===== src/rtl/td_tdc_pkg.sv =====
// Shared types and constants for the time-to-digital converter.
package td_tdc_pkg;

  typedef enum logic [1:0] {
    IDLE      = 2'd0,
    WAIT_RISE = 2'd1,
    WAIT_FALL = 2'd2,
    DONE      = 2'd3
  } state_e;

  localparam logic MODE_EDGE  = 1'b0;
  localparam logic MODE_WIDTH = 1'b1;

endpackage


===== src/rtl/td_sync.sv =====
// Multi-flop synchronizer bringing an asynchronous level into the clk domain.
module td_sync #(
  parameter int STAGES = 2
) (
  input  logic clk,
  input  logic rst,
  input  logic d_i,
  output logic q_o
);

  logic [STAGES-1:0] sync_q;

  always_ff @(posedge clk) begin
    if (rst) sync_q <= '0;
    else     sync_q <= {sync_q[STAGES-2:0], d_i};
  end

  assign q_o = sync_q[STAGES-1];

endmodule


===== src/rtl/td_tdc.sv =====
// Time-to-digital converter: counts cycles to a rising edge or across a high pulse.
// Optional sticky overrun flag for ignored starts under TD_TDC_OVERRUN_EN.
module td_tdc
  import td_tdc_pkg::*;
#(
  parameter int CNT_W       = 8,
  parameter int SYNC_STAGES = 2
) (
  input  logic             clk,
  input  logic             rst,
  input  logic             start_i,
  input  logic             mode_i,
  input  logic             y_i,
  output logic             busy_o,
  output logic             valid_o,
  input  logic             ready_i,
  output logic [CNT_W-1:0] result_o,
  output logic             timeout_o
`ifdef TD_TDC_OVERRUN_EN
  ,
  output logic             overrun_o
`endif
);

  // Result handshake: result_o/timeout_o are valid while valid_o=1 and are
  // consumed on a cycle with valid_o && ready_i; they hold until then.
  localparam logic [CNT_W-1:0] SYNC_LAT = CNT_W'(SYNC_STAGES - 1);

  logic             y_s;
  state_e           state_q;
  logic             mode_q;
  logic [CNT_W-1:0] cnt_q;
  logic [CNT_W-1:0] result_q;
  logic             valid_q;
  logic             busy_q;
  logic             timeout_q;
  logic [CNT_W-1:0] edge_res_d;
  logic             cnt_max;

  td_sync #(.STAGES(SYNC_STAGES)) u_sync (
    .clk (clk),
    .rst (rst),
    .d_i (y_i),
    .q_o (y_s)
  );

  // Remove the synchronizer delay so an edge sampled at Ek reports k.
  assign edge_res_d = (cnt_q > SYNC_LAT) ? cnt_q - SYNC_LAT : '0;
  assign cnt_max    = (cnt_q == {CNT_W{1'b1}});

  always_ff @(posedge clk) begin
    if (rst) begin
      state_q   <= IDLE;
      mode_q    <= MODE_EDGE;
      cnt_q     <= '0;
      result_q  <= '0;
      valid_q   <= 1'b0;
      busy_q    <= 1'b0;
      timeout_q <= 1'b0;
    end else begin
      case (state_q)
        IDLE: begin
          if (start_i) begin
            mode_q  <= mode_i;
            cnt_q   <= '0;
            busy_q  <= 1'b1;
            state_q <= WAIT_RISE;
          end
        end
        WAIT_RISE: begin
          if (y_s) begin
            if (mode_q == MODE_EDGE) begin
              result_q <= edge_res_d;
              valid_q  <= 1'b1;
              state_q  <= DONE;
            end else begin
              cnt_q   <= CNT_W'(1);
              state_q <= WAIT_FALL;
            end
          end else if (cnt_max) begin
            result_q  <= '1;
            timeout_q <= 1'b1;
            valid_q   <= 1'b1;
            state_q   <= DONE;
          end else begin
            cnt_q <= cnt_q + CNT_W'(1);
          end
        end
        WAIT_FALL: begin
          if (!y_s) begin
            result_q <= cnt_q;
            valid_q  <= 1'b1;
            state_q  <= DONE;
          end else if (cnt_max) begin
            result_q  <= '1;
            timeout_q <= 1'b1;
            valid_q   <= 1'b1;
            state_q   <= DONE;
          end else begin
            cnt_q <= cnt_q + CNT_W'(1);
          end
        end
        DONE: begin
          if (ready_i) begin
            valid_q   <= 1'b0;
            busy_q    <= 1'b0;
            timeout_q <= 1'b0;
            state_q   <= IDLE;
          end
        end
        default: state_q <= IDLE;
      endcase
    end
  end

`ifdef TD_TDC_OVERRUN_EN
  logic overrun_q;

  always_ff @(posedge clk) begin
    if (rst)                  overrun_q <= 1'b0;
    else if (start_i && busy_q) overrun_q <= 1'b1;
  end

  assign overrun_o = overrun_q;
`endif

  assign busy_o    = busy_q;
  assign valid_o   = valid_q;
  assign result_o  = result_q;
  assign timeout_o = timeout_q;

endmodule


===== config.mk =====
export PLATFORM = sky130hd
export DESIGN_NAME = td_tdc
export DESIGN_NICKNAME = d
export VERILOG_FILES = /design/src/rtl/td_tdc_pkg.sv /design/src/rtl/td_sync.sv /design/src/rtl/td_tdc.sv
export SDC_FILE = /design/constraint.sdc
export NUM_CORES = 1
export LEC_CHECK = 0
export ABC_CLOCK_PERIOD_IN_PS = 3600
export CORE_ASPECT_RATIO = 0.6
export CORE_MARGIN = 3
export CORE_UTILIZATION = 50
export CTS_CLUSTER_DIAMETER = 40
export DETAILED_ROUTE_END_ITERATION = 7
export GPL_TIMING_DRIVEN = 1
export HOLD_SLACK_MARGIN = 0.08
export PLACE_DENSITY = 0.77
export SLEW_MARGIN = 20
export SYNTH_ARGS = -nofsm -noshare
export SYNTH_HDL_FRONTEND = slang
export SYNTH_SLANG_ARGS = --single-unit

===== constraint.sdc =====
create_clock -name clk -period 3.6 [get_ports clk]
set_input_delay 0.9 -clock clk [delete_from_list [all_inputs] [get_ports clk]]
set_output_delay 0.9 -clock clk [all_outputs]
set_load 0.01 [all_outputs]

; ---- Word-level counts from Yosys, hierarchy flattened
; Index checks and enable logic that the tools add are counted.
[classes]
add_sub_neg = 2
order_cmp = 1
n_eq_ne = 10
n_mux = 31
n_reduce_logical = 12
[op_table]
columns = op, n
row1 = 2-to-1 mux 8 bit, 10
row2 = case mux 8 bit (3 select lines), 1
row3 = case mux 8 bit (2 select lines), 1
row4 = 2-to-1 mux 1 bit, 10
row5 = 2-to-1 mux 2 bit, 5
row6 = "adder 8 x 1 -> 8 bit, second input constant", 1
row7 = "== test 8 bit, second input constant", 1
row8 = "> comparator 8 x 1 -> 1 bit, second input constant", 1
row9 = case mux 2 bit (4 select lines), 1
row10 = AND reduction 4 bit, 2
row11 = "subtractor 8 x 1 -> 8 bit, second input constant", 1
row12 = "!= test 2 bit, second input constant", 3
row13 = "!= test 3 bit, second input constant", 2
row14 = case mux 1 bit (3 select lines), 2
row15 = AND reduction 2 bit, 3
row16 = AND reduction 3 bit, 2
row17 = nonzero test 3 bit, 2
row18 = "== test 2 bit, second input constant", 2
row19 = nonzero test 2 bit, 2
row20 = "== test 2 x 1 -> 1 bit, second input constant", 1
row21 = logical NOT 2 bit, 1
row22 = "!= test 2 x 1 -> 1 bit, second input constant", 1
row23 = case mux 1 bit (2 select lines), 1
[word_totals]
regBits = 24
in_bits = 6
elab_cells = 64

; ---- Depth between registers and ports, before layout
; Gate-level depths: netlist of the first run.
[logic_depth]
ltp_word = 5
mapped_depth = 9
mapped_depth_nobuf = 7

; ---- Cells and area by module
; A second synthesis of the first run with hierarchy kept.
[unflattened]
hier_cells = 209
hier_area_um2 = 1587.8
[by_module_without_submodules]
columns = mod, instances, cells_each, area_each_um2
row1 = td_tdc, 1, 205, 1535.2
row2 = td_sync, 1, 4, 52.6

; ---- Least setup slack after synthesis of the first run
; No wires, ideal clock.
[synth_timing]
kind = reg2reg
start = reg cnt_q[0]
end = reg result_q[6], in the netlist result_o[6]
setup_time_ns = 0.086
arrival_ns = 1.987
slack_ns = 1.527
path_stages_with_launch = 9
n_path_buf = 1
period_less_slack_ns = 2.073
cell_sequence = dfxtp_1 -> clkbuf_1 -> inv_1 -> ha_1 -> or3b_4 -> or4_4 -> a21oi_2 -> nor2_1 -> a221oi_2
[synth_between]
elab_chain_len = 5
word_cells_on_any_way = 9
cone_classes = 1 x add/sub / 1 x order compare / 1 x eq/ne / 6 x mux
[synth_rtl]
columns = element, line
row1 = start: declaration, td_tdc.sv:32  ; logic [CNT_W-1:0] cnt_q;
row2 = start signal: assignment, td_tdc.sv:86  ; cnt_q <= cnt_q + CNT_W'(1);
row3 = start signal: assignment, td_tdc.sv:100  ; cnt_q <= cnt_q + CNT_W'(1);
row4 = subtractor 8 x 1 -> 8 bit / > comparator 8 x 1 -> 1 bit (equally long branches), td_tdc.sv:48  ; assign edge_res_d = (cnt_q > SYNC_LAT) ? cnt_q - SYNC_LAT : '0;
row5 = 2-to-1 mux 8 bit, td_tdc.sv:48
row6 = 2-to-1 mux 8 bit, td_tdc.sv:72  ; if (mode_q == MODE_EDGE) begin
row7 = 2-to-1 mux 8 bit, td_tdc.sv:71  ; if (y_s) begin
row8 = case mux 8 bit (2 select lines) (*), td_tdc.sv:61  ; case (state_q)
row9 = end signal: assignment, td_tdc.sv:73  ; result_q <= edge_res_d;
row10 = end signal: assignment, td_tdc.sv:91  ; result_q <= cnt_q;
row11 = end: declaration, td_tdc.sv:33  ; logic [CNT_W-1:0] result_q;
; Every way passes the cells marked *; elsewhere a longest branch is shown, timed or not. The select of a mux whose other input is x is not followed.
; A chain may end at the register's enable or synchronous reset.

; ---- Worst setup path after layout of the first run
[layout_timing]
start = reg state_q[0]
end = reg result_q[0], in the netlist result_o[0]
[layout_between]
elab_chain_len = 3
word_cells_on_any_way = 6
cone_classes = 3 x eq/ne / 1 x mux / 2 x reduce/logical
[layout_rtl]
columns = element, line
row1 = start: declaration, td_tdc.sv:30  ; state_e state_q;
row2 = start signal: assignment, td_tdc.sv:53  ; state_q <= IDLE;
row3 = start signal: assignment, td_tdc.sv:67  ; state_q <= WAIT_RISE;
row4 = start signal: assignment, td_tdc.sv:75  ; state_q <= DONE;
row5 = == test 2 x 1 -> 1 bit / == test 2 bit (equally long branches), td_tdc.sv:61
row6 = != test 3 bit (no source line) / nonzero test 2 bit (equally long branches), --
row7 = AND reduction 2 bit (no source line), --
; Parallel ways exist; a longest one is shown, timed or not.

==> run_results.csv, run 1 <==
group,metric,value,unit
global_routing,grt_use_met1,0.337,
die,die_h,50.3,µm
die,num_io_pins,17,
clock_tree,clock_sinks,24,
clock_tree,postCtsHoldBufs,0,
global_routing,antenna_found_initial,0,
die,row_count,15,
route,drc,0,
synth,synth_most_common_cell,"dfxtp_1",
die,die_area,0.00402,mm²
global_routing,overflow,0,
global_routing,grt_max_degree,19,
clock_tree,clock_path_buffers,2,
route,antenna_left,0,
run,maxCapViolCount,0,
hold_path,hp-class,"reg2reg",
route,dr.pass1.iters,4,
setup_path,worst-path-max-fanout,15,
route,vias,1538,
global_routing,grt_util_met3,0.0520,
synth,syn_area,0.00164,mm²
synth,syn_avg_cell_area,7.98,µm²
synth,synth_top_cell_by_area,"dfxtp_1",
sta,finalHoldViolCount,0,
cells_and_area,nets,228,
placement,dp_hpwl,3020,µm
sta,period_share,0.699,
setup_path,critPathRequiredTime,3.75,ns
setup_path,arrival,2.67,ns
global_routing,first_global_vias,1415,
sta,tns,0,ns
sta,period_needed,2.51,ns
setup_path,cp-start-kind,"register",
clock_tree,cts_made_buffers,3,
cells_and_area,seq_area,480,µm²
synth,ys_ff_latch,24,
synth,syn_inst,205,
global_routing,grt_use_total,0.223,
placement,port_buffers,16,
synth,synth_top_area_share,0.294,
sta,slew_headroom,0.479,
sta,finalSetupViolCount,0,
cells_and_area,drive_above_1_share,0.0711,
die,initial_utilization,0.545,
sta,rsz0062_at_grt,"false",
pwr,leakage,0.000686,µW
sta,drv_slew,0,
clock_tree,cts_setup_buffers,0,
die,coreArea,0.00300,mm²
cells_and_area,fillCellCount,286,
clock_tree,cts-root-buf,"clkbuf_8",
route,routed_wirelength,4030,µm
synth,synth_edf_count,0,
setup_path,path_class,"reg2reg",
sta,max_freq,0.398,GHz
global_routing,grt_pass1_wl,7030,µm
cells_and_area,multiInputGateArea,0.00104,mm²
placement,placed_cell_area,0.00177,mm²
clock_tree,clkTransAtPathRegs,0.08,ns
cells_and_area,final_util,0.603,
clock_tree,ctsResizeCount,0,
route,vias_per_cell,6.08,
cells_and_area,area_delta_synth_final,10.8,%
outcome,outcome,"finished clean",
route,drt_iter0_drc,229,
clock_tree,htreeDepth,1,
synth,async_reset_ff_frac,0,
synth,synth.area.top_cells,"dfxtp_1, ha_1, a21oi_1",
synth,ys_types,51,
sta,skew,0.00496,ns
pwr,p_per_area,352,mW/mm²
sta,timing.hold.ws,0.447,ns
synth,ys.flop_type,"dfxtp_1",
placement,gp_congestion,0.931,
setup_path,end_kind,"register",
synth,yosys_warnings,0,
route,post_drt_wl_per_cell,15.9,µm
cells_and_area,n_antenna_cell,0,
clock_tree,insertion_delay,0.26,ns
cells_and_area,design_area,0.00181,mm²
pwr,vdd_drop_max,0.000191,V
synth,postSynthNetCount,220,
clock_tree,cts_tree,"yes",
global_routing,grt_use_met2,0.319,
synth,synth_seq_area_share,0.294,
die,die_x,79.8,µm
synth,yosys-top-cells-count,"dfxtp_1, nor2_1, a21oi_1",
global_routing,grt.busiest_layer,"met1",
sta,max_slew.worst_pin.slew,0.775,ns
==> sequential cells by signal, summed over array words and instances, names as in the netlist <==
register       flops
timeout_o          1
u_sync.sync_q      2
cnt_q              8
busy_o             1
valid_o            1
result_o           8
mode_q             1
state_q            2
==> cells in the final DEF, fill, tap and decap left out, types with 3 or more instances in the layout <==
cell type	instances
nand2_1	12
clkbuf_8	3
ha_1	9
a221o_1	3
inv_1	9
o211ai_1	3
nand2b_1	6
and3b_1	3
dfxtp_1	24
o21ai_0	10
nand3_1	4
clkdlybuf4s50_1	16
or4_4	4
a21oi_1	16
nor2_1	19
nor2b_1	8
nor4_1	3
a31oi_1	7
nor3_1	14
==> routing by layer <==
metal  vias up  share of wire
met1       709           0.53
met2        56           0.40
li1        769              -
met5         -              0
met3         4          0.058
met4         0         0.0082
==> worst max-delay path, cell delays in order, from the launching register on <==
cell and delay (ns):
dfxtp_1 0.35, inv_1 0.12, ha_1 0.49, nor2b_1 0.56
o21ai_0 0.29, nor2b_1 0.23, a221o_1 0.36
==> stage by stage <==
step	total power [µW]	cells	worst slack [ns]
2_1_floorplan	442	205	1.53
3_3_place_gp	480	250	0.930
3_5_place_dp	487	250	0.932
4_1_cts	642	253	1.11
5_1_grt	681	253	0.858
6_report	639	253	1.09
==> final timing paths <==
path / startpoint / to / slack [ns] / depth (start not counted)
hold / removal: u_sync.sync_q[0]$_SDFF_PP0_ / u_sync.sync_q[1]$_SDFF_PP0_ / 0.45 / 1
setup reg to reg: state_q[0]$_SDFFE_PP0P_ / result_o[0]$_SDFFE_PP0P_ / 1.09 / 6
setup / recovery: state_q[0]$_SDFFE_PP0P_ / result_o[0]$_SDFFE_PP0P_ / 1.09 / 6
hold reg to reg: u_sync.sync_q[0]$_SDFF_PP0_ / u_sync.sync_q[1]$_SDFF_PP0_ / 0.45 / 1
==> power breakdown <==
part	leakage, µW	total (µW)	switching (µW)	internal [µW]
logic	0.000469	190	108	81.7
registers	0.000195	294	16.1	278
clock network	0.0000216	155	80.1	74.8
==> final cells by class <==
cell class / instances / area share
sequential: 24 / 0.265
timing repair buffer: 17 / 0.0925
clock buffer: 3 / 0.0228
inverter: 9 / 0.0186
tap: 42 / 0.0290
multi-input combinational: 158 / 0.572
==> cell families (layout without fill, tap and decap cells) <==
family / Yosys count / in the layout / synth area share
and+or+nand+nor: 87 / 87 / 0.298
AOI/OAI and AO/OA: 59 / 59 / 0.251
DFF: 24 / 24 / 0.294
buffers and inverters: 23 / 29 / 0.0727
adders and majority gates: 9 / 9 / 0.0689
xor gates and xnor gates: 3 / 3 / 0.0161
No activity file was read; power rests on OpenSTA's default activity.
==> run 2, diff against run 1 <==
--- a/config.mk
+++ b/config.mk
@@ -5,7 +5,7 @@
 export SDC_FILE = /design/constraint.sdc
 export NUM_CORES = 1
 export LEC_CHECK = 0
-export ABC_CLOCK_PERIOD_IN_PS = 3600
+export ABC_CLOCK_PERIOD_IN_PS = 2410
 export CORE_ASPECT_RATIO = 0.6
 export CORE_MARGIN = 3
 export CORE_UTILIZATION = 50
==> constraint.sdc (replaced) <==
create_clock -name clk -period 2.41 [get_ports clk]
set_input_delay 0.6025 -clock clk [delete_from_list [all_inputs] [get_ports clk]]
set_output_delay 0.6025 -clock clk [all_outputs]
set_load 0.01 [all_outputs]
==> run 2 against run 1 <==
Net effect:
- cell count rose by 4.0%
- maximum frequency is 14% higher
- first-iteration DRC count grew 3.9%
- register-to-register slack got worse by 0.87 ns
- routed wire length is 6.2% higher
- sequential share of layout area down 1.1 points
- combinational power increased by 65%
- core utilization is 2.5 points higher
- die area did not move
- global-route usage rose by 1.2 points
- design area grew 4.1%
- flip-flop and latch count unchanged
- critical endpoint is now cnt_q[5]$_SDFFE_PP0P_
- largest cell class unchanged
==> run_results.csv, run 2 (synthesized netlist as in run 1, its figures left out) <==
group,metric,value,unit
outcome,outcome,"finished clean",
clock_tree,cts_made_buffers,3,
cells_and_area,area_delta_synth_final,15.4,%
cells_and_area,drive_above_1_share,0.113,
setup_path,cp-start-kind,"register",
clock_tree,postCtsHoldBufs,0,
die,coreArea,0.00300,mm²
sta,drv_slew,0,
global_routing,grt_pass1_wl,7340,µm
cells_and_area,layout.cells.most_common,"dfxtp_1",
route,vias_per_cell,6.16,
global_routing,grt_use_total,0.234,
setup_path,end_kind,"register",
placement,dp_hpwl,3210,µm
cells_and_area,layout_common_cells,"dfxtp_1, nor2_1, a21oi_1, clkdlybuf4s50_1, nor3_1",
route,dr.pass1.iters,5,
die,die_h,50.3,µm
die,die_area,0.00402,mm²
sta,max_slew.worst_pin.slew,0.515,ns
cells_and_area,nets,238,
placement,gp_congestion,0.865,
setup_path,timing.rr.start,"state_q[1]$_SDFFE_PP0P_",
route,drc,0,
die,initial_utilization,0.545,
cells_and_area,n_antenna_cell,0,
pwr,finalPower,980,µW
global_routing,first_global_vias,1472,
setup_path,ff2ff_path_depth,7,
hold_path,hold_path_depth,1,
sta,max_freq,0.455,GHz
clock_tree,cts-root-buf,"clkbuf_8",
clock_tree,clock_sinks,24,
pwr,leakage,0.000738,µW
clock_tree,cts_setup_buffers,0,
die,num_io_pins,17,
global_routing,overflow,0,
hold_path,worstHoldStart,"u_sync.sync_q[0]$_SDFF_PP0_",
sta,finalHoldViolCount,0,
clock_tree,ctsResizeCount,0,
clock_tree,cts_tree,"yes",
global_routing,grt_max_degree,18,
sta,period_share,0.912,
pwr,vdd_drop_max,0.000245,V
setup_path,worst-path-max-fanout,10,
run,maxCapViolCount,0,
sta,skew,0.00225,ns
route,antenna_left,0,
global_routing,antenna_found_initial,0,
route,post_drt_wl_per_cell,16.3,µm
route,routed_wirelength,4280,µm
die,row_count,15,
clock_tree,clock_path_buffers,2,
sta,timing.hold.ws,0.451,ns
setup_path,path_class,"reg2reg",
clock_tree,htreeDepth,1,
cells_and_area,final_util,0.628,
hold_path,hp-class,"reg2reg",
route,drt_iter0_drc,238,
setup_path,critPathRequiredTime,2.61,ns
sta,rsz0062_at_grt,"false",
route,vias,1621,
sta,finalSetupViolCount,0,
placement,dpl.cell_count,260,
cells_and_area,final_cells,263,
sta,tns,0,ns
pwr,p_per_area,520,mW/mm²
setup_path,setup.worst_path.start,"state_q[1]$_SDFFE_PP0P_",
clock_tree,insertion_delay,0.26,ns
die,die_x,79.8,µm
sta,slew_headroom,0.656,
sta,period_needed,2.20,ns
placement,port_buffers,16,
setup_path,arrival,2.39,ns
clock_tree,clkTransAtPathRegs,0.08,ns
-- run 2: cell count changes in the layout (fill, tap and decap cells not counted) --
cell,before,now
buf_4,1,11
-- run 2: through the flow --
stage / area, µm² / worst slack, ns
finish: 1890 / 0.212
global route: 1890 / 0.0531
CTS: 1890 / 0.255
detailed placement: 1850 / 0.122
global placement: 1850 / 0.189
floorplan: 1640 / 0.337
-- run 2: worst max-delay path, stage by stage (launching register included) --
cell and delay [ns]:
dfxtp_1 0.41, inv_1 0.11, ha_1 0.29, and3b_1 0.26
or4_4 0.57, nor3_1 0.21, nand4_1 0.11, a21oi_1 0.16
-- run 2: per-layer routing --
layer,global-route usage,part of all wire
met5,0,0
met3,0.0663,0.094
met4,0.0506,0.0040
met2,0.346,0.44
met1,0.338,0.46
-- run 2: power breakdown --
group | internal, µW | switching, µW
Combinational | 136 | 179
Clock | 112 | 121
Sequential | 415 | 17.6
-- run 2: cell type report --
cell class,instances,area (µm²)
clock buffer,3,41.3
timing repair buffer,27,243
tap,42,52.6
sequential,24,480
inverter,9,33.8
fill,266,1120
multi-input combinational,158,1040
-- run 2: final timing paths --
kind	to	slack, ns
worst max-delay path	cnt_q[5]$_SDFFE_PP0P_	0.21
worst min-delay path	u_sync.sync_q[1]$_SDFF_PP0_	0.45
worst max register to register	cnt_q[5]$_SDFFE_PP0P_	0.21
worst min register to register	u_sync.sync_q[1]$_SDFF_PP0_	0.45
==> run 3, diff against run 2 <==
--- a/config.mk
+++ b/config.mk
@@ -5,7 +5,8 @@
 export SDC_FILE = /design/constraint.sdc
 export NUM_CORES = 1
 export LEC_CHECK = 0
-export ABC_CLOCK_PERIOD_IN_PS = 2410
+export ABC_AREA = 1
+export ABC_CLOCK_PERIOD_IN_PS = 2200
 export CORE_ASPECT_RATIO = 0.6
 export CORE_MARGIN = 3
 export CORE_UTILIZATION = 50
@@ -13,7 +14,7 @@
 export DETAILED_ROUTE_END_ITERATION = 7
 export GPL_TIMING_DRIVEN = 1
 export HOLD_SLACK_MARGIN = 0.08
-export PLACE_DENSITY = 0.77
+export PLACE_DENSITY = 0.76
 export SLEW_MARGIN = 20
 export SYNTH_ARGS = -nofsm -noshare
 export SYNTH_HDL_FRONTEND = slang
==> constraint.sdc (replaced) <==
create_clock -name clk -period 2.2 [get_ports clk]
set_input_delay 0.55 -clock clk [delete_from_list [all_inputs] [get_ports clk]]
set_output_delay 0.55 -clock clk [all_outputs]
set_load 0.01 [all_outputs]
==> run 3 against run 2 <==
Net effect:
- flip-flop and latch count unchanged
- routed wire length is 3.5% higher
- clock skew is 0.0092 ns higher
- non-clock buffer count is 8 lower
- via count rose by 9.1%
- die area is 5.4% higher
- hold slack got worse by 0.026 ns
- first-iteration DRC count is 13% lower
- design area increased by 5.1%
- register-to-register slack is essentially flat
==> run_results.csv, run 3 <==
group,metric,value,unit
placement,port_buffers,16,
sta,max_slew.worst_pin.slew,0.507,ns
sta,slew_headroom,0.662,
synth,syn_inst,277,
clock_tree,clkTransAtPathRegs,0.09,ns
synth,synth-xor-area-share,0.0101,
synth,ys_ff_latch,24,
sta,rsz0062_at_grt,"false",
setup_path,ff2ff_path_depth,7,
synth,postSynthNetCount,292,
pwr,leakage,0.000929,µW
die,die_area,0.00423,mm²
clock_tree,cts-root-buf,"clkbuf_8",
synth,yosys_warnings,0,
cells_and_area,n_antenna_cell,0,
global_routing,overflow,0,
pwr,vdd_drop_max,0.000338,V
clock_tree,insertion_delay,0.28,ns
die,initial_utilization,0.563,
hold_path,hp-class,"reg2reg",
synth,yosys-top-cells-count,"nand2_1, inv_1, nor2_1",
clock_tree,cts_made_buffers,3,
die,row_count,15,
sta,finalSetupViolCount,0,
route,vias_per_cell,5.25,
die,die_h,51.6,µm
sta,timing.hold.ws,0.425,ns
cells_and_area,fillCellCount,284,
hold_path,hold_path_depth,2,
global_routing,first_global_vias,1596,
setup_path,end_kind,"register",
die,coreArea,0.00308,mm²
sta,skew,0.0115,ns
setup_path,max_stage_delay,0.47,ns
synth,synth.area.top_cells,"dfxtp_1, nand2_1, inv_1",
pwr,p_per_area,554,mW/mm²
sta,tns,0,ns
setup_path,cp-start-kind,"register",
clock_tree,ctsResizeCount,0,
global_routing,grt_max_degree,21,
setup_path,timing.rr.start,"cnt_q[0]$_SDFFE_PP0P_",
setup_path,rrSetupSlack,0.23,ns
placement,gp_congestion,0.947,
run,maxCapViolCount,0,
global_routing,grt_use_total,0.235,
cells_and_area,final_cells,337,
clock_tree,clock_sinks,24,
clock_tree,clock_path_buffers,2,
cells_and_area,area_delta_synth_final,14.4,%
synth,async_reset_ff_frac,0,
setup_path,worst-path-max-fanout,7,
setup_path,crit_buf_inv,1,
placement,dp_hpwl,3490,µm
synth,syn_avg_cell_area,6.26,µm²
hold_path,worstHoldStart,"u_sync.sync_q[0]$_SDFF_PP0_",
route,antenna_left,0,
sta,max_freq,0.507,GHz
cells_and_area,nets,311,
hold_path,holdPathEnd,"u_sync.sync_q[1]$_SDFF_PP0_",
setup_path,path_delay_family,"compound AO/OA/AOI/OAI gates",
global_routing,antenna_found_initial,0,
setup_path,arrival,2.19,ns
cells_and_area,drive_above_1_share,0.0983,
synth,synthAdderAreaFrac,0.0649,
setup_path,timing.rr.end,"result_o[7]$_SDFFE_PP0P_",
setup_path,worstPathCellList,"inv_1, ha_1, nor2_1, nor2_1, a21oi_1, nand3_1, a21oi_1",
global_routing,grt_pass1_wl,7570,µm
sta,period_needed,1.97,ns
synth,ys.flop_type,"dfxtp_1",
synth,yosys.area_share.simple,0.390,
clock_tree,cts_setup_buffers,0,
clock_tree,postCtsHoldBufs,0,
route,drc,0,
clock_tree,cts_tree,"yes",
route,vias,1768,
setup_path,critPathRequiredTime,2.41,ns
synth,synth_top_area_share,0.277,
die,die_x,82.0,µm
clock_tree,htreeDepth,1,
synth,synth_edf_count,0,
synth,syn_area,0.00173,mm²
placement,dpl.cell_count,333,
synth,muxShareOfSynthArea,0,
synth,synth_top_family_by_area,"simple AND/OR/NAND/NOR gates",
synth,synth_seq_area_share,0.277,
setup_path,path_class,"reg2reg",
synth,synth_compound_gate_area_share,0.135,
sta,drv_slew,0,
synth,synth_top_cell_by_area,"dfxtp_1",
synth,synth_most_common_cell,"nand2_1",
route,routed_wirelength,4430,µm
route,dr.pass1.iters,5,
route,drt_iter0_drc,207,
setup_path,crit_path_top_delay_cell,"dfxtp_1",
sta,finalHoldViolCount,0,
cells_and_area,layout_common_cells,"nand2_1, inv_1, nor2_1",
die,num_io_pins,17,
outcome,outcome,"finished clean",
sta,period_share,0.897,
cells_and_area,layout.cells.most_common,"nand2_1",
route,post_drt_wl_per_cell,13.1,µm
synth,ys_types,28,
## run 3: changes by cell type after synthesis, moves of 7 or more
| cell | change |
|---|---|
| a31oi_1 | -7 |
| nand2_1 | +66 |
| inv_1 | +28 |
| nor2b_1 | -8 |
| nor2_1 | +11 |
| nor3_1 | -13 |
| nand3_1 | +21 |
| inv_2 | +7 |
## run 3: area by class of cell
class | instances | area [µm²] | share of cell area
multi-input combinational | 203 | 1040 | 0.525
clock buffer | 4 | 55.1 | 0.0278
timing repair buffer | 19 | 183 | 0.0921
inverter | 45 | 171 | 0.0864
tap | 42 | 52.6 | 0.0265
sequential | 24 | 480 | 0.242
## run 3: layer usage
metal | GRT usage | up-vias | part of all wire
met5 | 0 | - | 0
met4 | 0.0552 | 0 | 0.0020
met3 | 0.0415 | 2 | 0.094
met2 | 0.322 | 91 | 0.39
met1 | 0.371 | 766 | 0.52
li1 | - | 909 | -
## run 3: cell families after synthesis
family | count (synthesis)
AND/OR/NAND/NOR | 151
XOR/XNOR | 2
adder cells (fa/ha/maj) | 9
buffers and inverters | 50
AO/OA/AOI/OAI | 41
flip-flops | 24
## run 3: per-stage QoR
step / setup slack [ns] / instance area, µm² / power, µW / utilization
finish: 0.226 / 1980 / 1100 / 0.644
global route: 0.0996 / 1980 / 1170 / 0.644
CTS: 0.272 / 1980 / 1110 / 0.644
detailed placement: 0.262 / 1930 / 794 / 0.626
global placement: 0.320 / 1930 / 788 / 0.626
floorplan: 0.718 / 1730 / 695 / -
## run 3: worst min-delay path: stages, from the launching register on
cell and delay (ns):
dfxtp_1 0.31, inv_1 0.05, nor2_1 0.03
## run 3: worst max-delay path by stage
stage / startpoint / endpoint / slack, ns / cells past startpoint
after floorplan: state_q[0]$_SDFFE_PP0P_ / cnt_q[6]$_SDFFE_PP0P_ / 0.72 / 10
after detailed placement: cnt_q[0]$_SDFFE_PP0P_ / result_o[5]$_SDFFE_PP0P_ / 0.26 / 7
after global routing: cnt_q[0]$_SDFFE_PP0P_ / result_o[0]$_SDFFE_PP0P_ / 0.1 / 9
after global placement: cnt_q[0]$_SDFFE_PP0P_ / result_o[7]$_SDFFE_PP0P_ / 0.32 / 7
final: cnt_q[0]$_SDFFE_PP0P_ / result_o[7]$_SDFFE_PP0P_ / 0.23 / 7
after CTS: cnt_q[0]$_SDFFE_PP0P_ / result_o[5]$_SDFFE_PP0P_ / 0.27 / 7
## run 3: report_power, final
part,leakage (µW),total [µW],internal (µW),switching (µW)
Combinational,0.000705,304,122,182
Clock,0.0000288,310,160,150
Sequential,0.000196,485,461,24.1
Total,0.000929,1100,743,356
